<file path="src/rtl/ram_arb_pkg.sv">
// Shared types and default sizes for the two-port RAM arbiter.
// Lock-state enum is only exercised when RAM_ARB_LOCK_EN is defined.
package ram_arb_pkg;

    localparam int DW_DEFAULT       = 8;
    localparam int AW_DEFAULT       = 3;
    localparam int LOCK_MAX_DEFAULT = 16;

    typedef enum logic [1:0] {
        UNLOCKED = 2'd0,
        LOCK0    = 2'd1,
        LOCK1    = 2'd2
    } lock_state_e;

endpackage

</file>
<file path="src/rtl/ram_arb_mem.sv">
// Single-port storage array: synchronous write, registered read, no reset on contents.
module ram_arb_mem
    import ram_arb_pkg::*;
#(
    parameter int DW = DW_DEFAULT,
    parameter int AW = AW_DEFAULT
) (
    input  logic          clk_i,
    input  logic          we_i,
    input  logic          re_i,
    input  logic [AW-1:0] addr_i,
    input  logic [DW-1:0] wdata_i,
    output logic [DW-1:0] rdata_o
);

    logic [DW-1:0] mem_q [2**AW];
    logic [DW-1:0] rdata_q;

    always_ff @(posedge clk_i) begin
        if (we_i) begin
            mem_q[addr_i] <= wdata_i;
        end
        if (re_i) begin
            rdata_q <= mem_q[addr_i];
        end
    end

    assign rdata_o = rdata_q;

endmodule

</file>
<file path="src/rtl/ram_port_arbiter.sv">
// Two-requester round-robin arbiter in front of a shared single-port RAM.
// Define RAM_ARB_LOCK_EN to enable the bounded ownership-lock FSM.
module ram_port_arbiter
    import ram_arb_pkg::*;
#(
    parameter int DW       = DW_DEFAULT,
    parameter int AW       = AW_DEFAULT,
    parameter int LOCK_MAX = LOCK_MAX_DEFAULT
) (
    input  logic          clk,
    input  logic          rst_n,
    input  logic          req0,
    input  logic          wr0,
    input  logic [AW-1:0] addr0,
    input  logic [DW-1:0] wdata0,
    input  logic          lock0,
    input  logic          req1,
    input  logic          wr1,
    input  logic [AW-1:0] addr1,
    input  logic [DW-1:0] wdata1,
    input  logic          lock1,
    output logic          gnt0,
    output logic          gnt1,
    output logic          rvalid0,
    output logic [DW-1:0] rdata0,
    output logic          rvalid1,
    output logic [DW-1:0] rdata1
);

    // Handshake: an access takes place at the posedge where reqN && gntN; the
    // requester holds wrN/addrN/wdataN stable while reqN is high.
    logic          gnt0_c, gnt1_c;
    logic          rr_ptr_q, rr_ptr_d;
    logic          rvalid0_q, rvalid1_q;
    logic [DW-1:0] hold0_q, hold1_q;
    logic [DW-1:0] mem_rdata;
    logic          mem_we, mem_re;
    logic [AW-1:0] mem_addr;
    logic [DW-1:0] mem_wdata;

`ifdef RAM_ARB_LOCK_EN
    localparam int CW = $clog2(LOCK_MAX) + 1;

    lock_state_e   state_q, state_d;
    logic [CW-1:0] lock_cnt_q, lock_cnt_d, cnt_inc;

    // The lock owner already holds rr_ptr, so after expiry the other side wins.
    always_comb begin
        gnt0_c     = 1'b0;
        gnt1_c     = 1'b0;
        state_d    = state_q;
        lock_cnt_d = lock_cnt_q;
        cnt_inc    = lock_cnt_q + CW'(1);
        unique case (state_q)
            LOCK0: begin
                gnt0_c = req0;
                if (!req0 || !lock0 || int'(cnt_inc) >= LOCK_MAX) begin
                    state_d    = UNLOCKED;
                    lock_cnt_d = '0;
                end else begin
                    lock_cnt_d = cnt_inc;
                end
            end
            LOCK1: begin
                gnt1_c = req1;
                if (!req1 || !lock1 || int'(cnt_inc) >= LOCK_MAX) begin
                    state_d    = UNLOCKED;
                    lock_cnt_d = '0;
                end else begin
                    lock_cnt_d = cnt_inc;
                end
            end
            default: begin
                gnt0_c = req0 && (!req1 || rr_ptr_q);
                gnt1_c = req1 && (!req0 || !rr_ptr_q);
                if (gnt0_c && lock0 && LOCK_MAX > 1) begin
                    state_d    = LOCK0;
                    lock_cnt_d = CW'(1);
                end else if (gnt1_c && lock1 && LOCK_MAX > 1) begin
                    state_d    = LOCK1;
                    lock_cnt_d = CW'(1);
                end
            end
        endcase
        if (!rst_n) begin
            gnt0_c = 1'b0;
            gnt1_c = 1'b0;
        end
    end

    always_ff @(posedge clk or negedge rst_n) begin
        if (!rst_n) begin
            state_q    <= UNLOCKED;
            lock_cnt_q <= '0;
        end else begin
            state_q    <= state_d;
            lock_cnt_q <= lock_cnt_d;
        end
    end
`else
    logic unused_lock;
    assign unused_lock = lock0 ^ lock1 ^ (LOCK_MAX > 0);

    always_comb begin
        gnt0_c = rst_n && req0 && (!req1 || rr_ptr_q);
        gnt1_c = rst_n && req1 && (!req0 || !rr_ptr_q);
    end
`endif

    assign gnt0 = gnt0_c;
    assign gnt1 = gnt1_c;

    always_comb begin
        rr_ptr_d = rr_ptr_q;
        if (gnt0_c) begin
            rr_ptr_d = 1'b0;
        end else if (gnt1_c) begin
            rr_ptr_d = 1'b1;
        end
    end

    assign mem_we    = (gnt0_c && wr0) || (gnt1_c && wr1);
    assign mem_re    = (gnt0_c && !wr0) || (gnt1_c && !wr1);
    assign mem_addr  = gnt1_c ? addr1 : addr0;
    assign mem_wdata = gnt1_c ? wdata1 : wdata0;

    ram_arb_mem #(
        .DW (DW),
        .AW (AW)
    ) u_mem (
        .clk_i   (clk),
        .we_i    (mem_we),
        .re_i    (mem_re),
        .addr_i  (mem_addr),
        .wdata_i (mem_wdata),
        .rdata_o (mem_rdata)
    );

    // The RAM output register is shared; each port keeps its own copy for hold.
    always_ff @(posedge clk or negedge rst_n) begin
        if (!rst_n) begin
            rr_ptr_q  <= 1'b1;
            rvalid0_q <= 1'b0;
            rvalid1_q <= 1'b0;
            hold0_q   <= '0;
            hold1_q   <= '0;
        end else begin
            rr_ptr_q  <= rr_ptr_d;
            rvalid0_q <= gnt0_c && !wr0;
            rvalid1_q <= gnt1_c && !wr1;
            if (rvalid0_q) begin
                hold0_q <= mem_rdata;
            end
            if (rvalid1_q) begin
                hold1_q <= mem_rdata;
            end
        end
    end

    assign rvalid0 = rvalid0_q;
    assign rvalid1 = rvalid1_q;
    assign rdata0  = rvalid0_q ? mem_rdata : hold0_q;
    assign rdata1  = rvalid1_q ? mem_rdata : hold1_q;

endmodule

</file>
<file path="config.mk">
export PLATFORM = sky130hd
export DESIGN_NAME = ram_port_arbiter
export DESIGN_NICKNAME = d
export VERILOG_FILES = /design/src/rtl/ram_arb_pkg.sv /design/src/rtl/ram_arb_mem.sv /design/src/rtl/ram_port_arbiter.sv
export SDC_FILE = /design/constraint.sdc
export NUM_CORES = 1
export LEC_CHECK = 0
export BUFFER_PORTS_ARGS = -buffer_cell sky130_fd_sc_hd__clkbuf_2
export CAP_MARGIN = 40
export CORE_MARGIN = 2
export CORE_UTILIZATION = 45
export DETAILED_ROUTE_END_ITERATION = 10
export GPL_TIMING_DRIVEN = 0
export PLACE_DENSITY = 0.7
export SLEW_MARGIN = 20
export SYNTH_ARGS = -nofsm -noshare
export SYNTH_HDL_FRONTEND = slang
export SYNTH_SLANG_ARGS = --single-unit
</file>
<file path="constraint.sdc">
create_clock -name clk -period 4.1 [get_ports clk]
set_input_delay 0.205 -clock clk [delete_from_list [all_inputs] [get_ports clk]]
set_output_delay 0.205 -clock clk [all_outputs]
set_load 0.03 [all_outputs]
</file>
==> summary.md <==
| Metric | Value |
|---|---|
| Hold path depth | 2 |
| Max cap viols | 0 |
| Via count of the first global-routing pass | 2371 |
| Crit-path max cell delay | 0.70 ns |
| Pwr Total | 2.07 mW |
| Worst slack, placed | 1.15 ns |
| Layout cells sized above 1 | 0.349 |
| CTS tree | built |
| Worst hold path class | input port to flip-flop |
| CTS buffer count | 9 |
| Seq cells post-synth | 91 |
| Total Routing Usage GR | 0.195 |
| Worst Setup Start Kind | input port |
| Clk sinks | 91 |
| Placed cell area | 4140 sq um |
| I/O Buffers | 47 |
| CTS root buffer | clkbuf_8 |
| ANT cells | 0 |
| CP max stage cell | nor3_2 |
| Worst Path Required | 4.09 ns |
| Nets | 329 |
| Longest Clk Path Bufs | 2 |
| Largest net degree at the start of global routing | 21 |
| Min Clock Period, post-route | 3.12 ns |
| PD cells | 476 nW/um^2 |
| Vias per cell | 5.78 |
| First-pass GRT wire length | 12.7 mm |
| First-pass iteration count of the detailed router | 4 |
| Initial core utilization | 0.461 |
| HPWL Detailed | 5.64 mm |
| Die ar. | 9080 sq um |
| Layout area overhead | 16.0% |
| Routability Congestion | 0.803 |
| Worst r2r path cells | 5 |
| Most common cell after layout, fill and taps aside | edfxtp_1 |
| Grt ovf | 0 |
| Flop2flop setup slack | 1.47 ns |
| Max-slew headroom | 0.381 |
| Commonest cells after routing, fill and taps aside | edfxtp_1, clkbuf_2, and3_1 |
| Final WS setup | 0.976 ns |
| Die Span Y | 95.3 microns |
| Fmax | 320 MHz |
| Syn_nets | 269 |
| Sequential standard cell area | 2640 sq um |
| Post-Route Utilization | 0.535 |
| Gate Count Post-Synth | 239 |
| Vias post-DR | 2364 |
| Initial antenna violation count | 0 |
| Crit path max fanout | 20 |
| Final ANT Viol Nets | 0 |
| Synth Flop Type | edfxtp_1 |
| Ports | 50 |
| Fin Setup TNS | 0 ns |
| Clock Skew | 0.0149 ns |
| Post-synth EDFFs | 72 |
| Endpoints failing setup | 0 |
| Final Hold Fails | 0 |
| Clock Latency Late Sink | 0.36 ns |
| Leak Pwr | 1.64 nW |
| Die width | 95.3 microns |
| Fill count | 688 |
| Row cnt | 33 |
| Hold path startpoint | wr0 |
| Worst VDD drop | 0.000172 V |
| Critical path class | input port to flip-flop |
| RSZ-0062 raised after global routing | false |
| Worst Hold Endpoint | rvalid0 |
| Finished Layout Cells | 409 |
| Count of cell types in the netlist | 27 |
| Core area | 8130 sq um |
| # placed instances | 392 |
| Initial drt markers | 249 |
| Final Cycle Share | 0.762 |
| Worst Tran Pin Value | 0.906 ns |
| Total wire length | 8.15 mm |
| Critical path endpoint category | flip-flop |
| Critical Path Most Common Cell | clkbuf_1 |
| RR Startpoint | rr_ptr_q |
| Multi-input gate area | 1010 sq um |
| Clock Pin Slew Worst Setup and Hold Paths | 0.08 ns |
| Worst Path Arrival | 3.11 ns |
| Post-synth ARST share | 0.209 |
| Status | completed |
| Hold WS | 0.0410 ns |
| Final Slew Violations | 0 |
| DRC viols | 0 |
| Avg Cell Area, Syn | 15.7 sq um |
| Cts repair resizes | 0 |
| Sequential cell area fraction in the yosys report | 0.703 |
| Crit path cell chain | dlygate4sd3_1, clkbuf_2, clkbuf_1, a21bo_2, clkbuf_1, nand4_1, nor3_2 |
| Synth Warn # | 0 |
| Reg2reg end | u_mem.mem_q[4][0] |
| Cell Area, Synth | 3750 sq um |
| Wire per inst | 19.9 microns |
| Finished Cell Area | 4350 sq um |
| H-tree depth | 3 |
## cells by family after synthesis
family,after synthesis,synth area share
AO/OA/AOI/OAI,37,0.0861
flip-flops,91,0.703
multiplexers,28,0.0854
AND/OR/NAND/NOR,60,0.0947
buffers and inverters,23,0.0304
## synthesized netlist by cell type, drive strengths merged (2+ instances only)
| library cell | n | area [sq um] |
|---|---|---|
| edfxtp | 72 | 2160 |
| and3 | 37 | 231 |
| a2111oi | 32 | 280 |
| mux2 | 26 | 300 |
| dfrtp | 18 | 450 |
| clkbuf | 12 | 46.3 |
| buf | 9 | 57.6 |
| nor4 | 8 | 50.1 |
| nand2 | 5 | 23.8 |
| nor3 | 4 | 20.0 |
| inv | 2 | 10.0 |
| mux2i | 2 | 20.0 |
| nand3 | 2 | 10.0 |
| nor2 | 2 | 7.51 |
## critical path: cells and delay by family
kind	cells	cell delay, ns
and+or+nand+nor	2	1.01
buffers and inverters	4	1.60
AOI/OAI and AO/OA	1	0.30
## worst max-delay path by stage
| stage | startpoint | cells after the start | end | slack, ns |
|---|---|---|---|---|
| after floorplan | rr_ptr_q | 6 | u_mem.mem_q[4][0] | 1.82 |
| final | rst_n | 7 | u_mem.mem_q[4][0] | 0.98 |
| after global placement | rst_n | 6 | u_mem.mem_q[4][3] | 0.85 |
| after detailed placement | rst_n | 6 | u_mem.mem_q[0][2] | 1.15 |
| after global routing | rst_n | 8 | u_mem.rdata_o[2] | 0.76 |
| after CTS | rst_n | 7 | u_mem.mem_q[0][7] | 0.98 |
## cell type report
type                    instances  share of cell area
plain buffers                  21              0.0239
clock buffers                  13              0.0368
clock inverters                 3              0.0103
inverters                       2             0.00230
multi-input cells             125               0.233
flip-flops and latches         91               0.606
well taps                     105              0.0302
repair buffers                 49              0.0575
## power by group
group,switching (mW),internal (mW),total [mW]
Combinational,0.241,0.120,0.362
Clock,0.304,0.321,0.625
Sequential,0.0168,1.07,1.09
## repair_timing
item,in CTS,in global routing
hold buffers,1,0
setup endpoints to repair,0,0
hold endpoints to repair,18,0
buffers inserted,0,0
## layer usage
| metal | GRT usage | vias up | share of wire |
|---|---|---|---|
| li1 | - | 1089 | - |
| met1 | 0.249 | 1147 | 0.41 |
| met2 | 0.313 | 112 | 0.49 |
| met3 | 0.0482 | 16 | 0.079 |
| met4 | 0.0942 | 0 | 0.021 |
| met5 | 0 | - | 0 |
## state kept, by name (all words and copies together), names as in the netlist
| signal | cells |
|---|---|
| hold0_q | 8 |
| rvalid1 | 1 |
| rvalid0 | 1 |
| u_mem.mem_q | 64 |
| hold1_q | 8 |
| rr_ptr_q | 1 |
| u_mem.rdata_o | 8 |
No activity file was read; power rests on OpenSTA's default activity.
